$ cat src/rtl/ripple_carry_adder_if.sv
// Operand/result bundle for ripple_carry_adder. ovf/ovf_q exist only when
// RCA_OVERFLOW_EN is defined.
interface ripple_carry_adder_if #(
  parameter int unsigned WIDTH = 3
);
  logic [WIDTH-1:0] a;
  logic [WIDTH-1:0] b;
  logic             cin;
  logic [WIDTH-1:0] sum;
  logic             cout;
  logic [WIDTH-1:0] sum_q;
`ifdef RCA_OVERFLOW_EN
  logic             ovf;
  logic             ovf_q;
`endif

  modport master (
    output a, b, cin,
    input  sum, cout, sum_q
`ifdef RCA_OVERFLOW_EN
    , input ovf, ovf_q
`endif
  );

  modport slave (
    input  a, b, cin,
    output sum, cout, sum_q
`ifdef RCA_OVERFLOW_EN
    , output ovf, ovf_q
`endif
  );
endinterface

$ cat src/rtl/ripple_carry_adder.sv
// WIDTH-bit ripple-carry adder with a registered copy of the sum.
// Optional signed-overflow outputs (ovf, ovf_q) under macro RCA_OVERFLOW_EN.
module ripple_carry_adder #(
  parameter int unsigned WIDTH = 3
) (
  input  logic                clk,
  input  logic                reset,
  ripple_carry_adder_if.slave bus
);

  logic [WIDTH-1:0] sum_c;
  logic             carry;
  logic             carry_msb;
  logic [WIDTH-1:0] sum_q;

  // Carry ripples through a blocking variable so the chain stays one
  // combinational block; carry_msb keeps the carry into the top cell.
  always_comb begin
    sum_c     = '0;
    carry     = bus.cin;
    carry_msb = bus.cin;
    for (int unsigned i = 0; i < WIDTH; i++) begin
      carry_msb = carry;
      sum_c[i]  = bus.a[i] ^ bus.b[i] ^ carry;
      carry     = (bus.a[i] & bus.b[i]) | (carry & (bus.a[i] ^ bus.b[i]));
    end
  end

  assign bus.sum  = sum_c;
  assign bus.cout = carry;

  always_ff @(posedge clk or posedge reset) begin
    if (reset) sum_q <= '0;
    else       sum_q <= sum_c;
  end

  assign bus.sum_q = sum_q;

`ifdef RCA_OVERFLOW_EN
  logic ovf_c;
  logic ovf_q;

  assign ovf_c = carry ^ carry_msb;

  always_ff @(posedge clk or posedge reset) begin
    if (reset) ovf_q <= 1'b0;
    else       ovf_q <= ovf_c;
  end

  assign bus.ovf   = ovf_c;
  assign bus.ovf_q = ovf_q;
`endif

endmodule

$ cat src/flat_wrapper.sv
// flat-port wrapper written by rule: the top's interface ports become plain ports
module ripple_carry_adder_flat 
#(
  parameter int unsigned WIDTH = 3
)
  (clk, reset, bus_a, bus_b, bus_cin, bus_sum, bus_cout, bus_sum_q);
  ripple_carry_adder_if #(.WIDTH(WIDTH)) bus_i ();
  input  logic clk;
  input  logic reset;
  input wire logic [$bits(bus_i.a)-1:0] bus_a;
  input wire logic [$bits(bus_i.b)-1:0] bus_b;
  input wire logic [$bits(bus_i.cin)-1:0] bus_cin;
  output wire logic [$bits(bus_i.sum)-1:0] bus_sum;
  output wire logic [$bits(bus_i.cout)-1:0] bus_cout;
  output wire logic [$bits(bus_i.sum_q)-1:0] bus_sum_q;
  assign bus_i.a = bus_a;
  assign bus_i.b = bus_b;
  assign bus_i.cin = bus_cin;
  assign bus_sum = bus_i.sum;
  assign bus_cout = bus_i.cout;
  assign bus_sum_q = bus_i.sum_q;
  ripple_carry_adder #(.WIDTH(WIDTH)) u_core (.clk(clk), .reset(reset), .bus(bus_i));
endmodule
$ cat config.mk
export PLATFORM = sky130hd
export DESIGN_NAME = ripple_carry_adder_flat
export DESIGN_NICKNAME = d
export VERILOG_FILES = /design/src/rtl/ripple_carry_adder_if.sv /design/src/rtl/ripple_carry_adder.sv /design/src/flat_wrapper.sv
export SDC_FILE = /design/constraint.sdc
export NUM_CORES = 1
export LEC_CHECK = 0
export CORE_AREA = 8 8 45 47
export DETAILED_ROUTE_END_ITERATION = 8
export DIE_AREA = 0 0 53 55
export PLACE_DENSITY = 0.38
export SYNTH_ARGS = -nofsm -noshare
export SYNTH_HDL_FRONTEND = slang
export SYNTH_SLANG_ARGS = --single-unit
$ cat constraint.sdc
create_clock -name clk -period 3.31 [get_ports clk]
set_input_delay 0.331 -clock clk [delete_from_list [all_inputs] [get_ports clk]]
set_output_delay 0.331 -clock clk [all_outputs]
set_load 0.05 [all_outputs]
==> flow_summary.toml <==
[placement]
dpl.hpwl_um = 488.5
gp_congestion = 0.6892
port_buffers = 15
place_ws_ps = 482.9

[finish]
n_antenna_cell = 0
fillers = 153
syn2layout_area_growth_pct = 108.5
largest_register_ffs = 3
largest_register = "u_core.bus.sum_q"
nNetsFinal = 49
drive_above_1_share_pct = 13.89
reg.largest.list = "u_core.bus.sum_q: 3 flops"

[power_and_ir_drop]
combPwrFrac_pct = 48.6
leakagePower_nw = 0.1909
power_frac_seq_pct = 21.5
power_density_nw_per_um2 = 569.6
p_switching_uw = 86.74
switching_share_pct = 41.40
ir_worst_vdd_v = 0.0001126
power.internal_uw = 122.8
clockPowerShare_pct = 29.9

[detailed_routing]
drt_iter0_markers = 0
vias_per_cell = 3.192
final_antenna_net_count = 0
drtPass1Iterations = 1
drt_wl_total_um = 515
drc_errors = 0
num_vias = 166
post_drt_wl_per_cell_um = 9.904

[setup_path]
crit_path_end_kind = "output pin"
crit_type = "in -> out"
startpoint_type = "input pin"
path_max_fanout = 2
required_ps = 2980
cp.arrival_ps = 2480

[clocking]
cts_resized = 0
hold_buffers = 0
cts_buffers = 3
cts_root_buf = "clkbuf_4"
post-cts-setup-buffers = 0
cts_tree = "built"
clkSinkCount = 3
cts_max_path_buffers = 2
clk_pin_slew_ps = 40
h-tree-depth = 1

[global_routing]
overflow = 0
grt_max_degree = 4
antenna_found_initial = 0
grt_usage_pct = 4.274
grt_pass1_vias = 194
grt_pass1_wl_um = 814

[sta]
finalSetupViolations = 0
maxSlewHeadroom_pct = 66.05
min_period_over_period_pct = 84.91
slew_violations = 0
min_period_ps = 2811
final.setup.tns_ps = 0
grt_setup_unrepaired = "false"
worstMarginPinSlew_ps = 507.7
fmax_ghz = 0.3558
hold_viol = 0
worst_slack_ps = 499.4

[synthesis]
avgSynthCellArea_um2 = 10.38
syn_area_um2 = 176.4
synth_top_area_share_pct = 42.55
synth-seq-cells = 3
yosysSeqAreaShare_pct = 42.55
ys_warn_count = 0
synth_cell_types = 3
synth_area_leader_cell = "dfrtp_1"
syn_inst = 17
syn_nets = 29
yosys-top-cells-area = "dfrtp_1 43%, fa_1 34%, inv_1 23%"

[floorplan]
dieArea_um2 = 2915
dieWidth_um = 53
start_util_pct = 12.75
ioPinCount = 16
rows = 14
core_area_um2 = 1384
die_y_um = 55

[hold_path]
min_path_type = "in -> async"

[run]
maxCapViolCount = 0

[run_status]
outcome = "complete, no violations"
==> cell usage in the layout (no fill, tap or decap), drive strengths merged <==
cell,n
clkdlybuf4s50,13
inv,11
clkbuf,4
fa,3
dfrtp,3
buf,2
==> cells by family (layout without fill, tap and decap cells) <==
family     Yosys count  after routing  share of synthesized area, %
fa+ha+maj            3              3                         34.04
flops                3              3                         42.55
buf+inv             11             30                         23.40
==> cells in the mapped netlist <==
| library cell | count |
|---|---|
| dfrtp_1 | 3 |
| inv_1 | 11 |
| fa_1 | 3 |
==> per-stage QoR <==
stage / utilization [%] / instances / hold slack, ps / cell area (um^2) / power [mW]
6_report: 26.58 / 52 / 271.7 / 367.9 / 0.2095
2_1_floorplan: - / 17 / 84.64 / 176.4 / 0.1093
5_1_grt: 26.58 / 52 / 268.5 / 367.9 / 0.2268
4_1_cts: 26.58 / 52 / 272.0 / 367.9 / 0.2146
3_5_place_dp: 24.68 / 48 / 512.5 / 341.6 / 0.1492
3_3_place_gp: 24.68 / 48 / 502.6 / 341.6 / 0.1478
==> worst max-delay path: stages <==
cell             delay, ps
clkdlybuf4s50_1        460
inv_1                   50
fa_1                   410
inv_1                   70
fa_1                   430
clkdlybuf4s50_1        720
==> path summary, 6_finish.rpt <==
path	start	to	slack (ps)
setup / recovery	bus_cin	bus_sum[1]	500
max in group asynchronous	reset	u_core.bus.sum_q[2]	2910
min in group clk	bus_a[0]	u_core.bus.sum_q[0]	810
hold / removal	reset	u_core.bus.sum_q[1]	270
==> metal layers <==
layer,track usage [%],vias up,part of all wire (%)
li1,-,77,-
met1,3.522,73,41
met2,5.469,16,38
met3,4.011,0,21
met4,5.172,0,0
met5,0,-,0
==> power by group through the flow <==
| stage | logic [mW] | registers [mW] | clock network, mW |
|---|---|---|---|
| finish | 0.102 | 0.0450 | 0.0626 |
| global route | 0.108 | 0.0455 | 0.0737 |
| global placement | 0.103 | 0.0451 | 0 |
| floorplan | 0.0407 | 0.0686 | 0 |
| CTS | 0.104 | 0.0453 | 0.0657 |
| detailed placement | 0.104 | 0.0457 | 0 |
==> area by class of cell <==
class	instances	area, um^2	share of cell area (%)
flip-flops and latches	3	75.07	20.41
inverters	11	41.29	11.22
multi-input cells	3	60.06	16.33
clock buffers	4	26.28	7.143
repair buffers	15	145.1	39.46
well taps	16	20.02	5.442
Note: power is estimated with default switching activity, not from simulation.
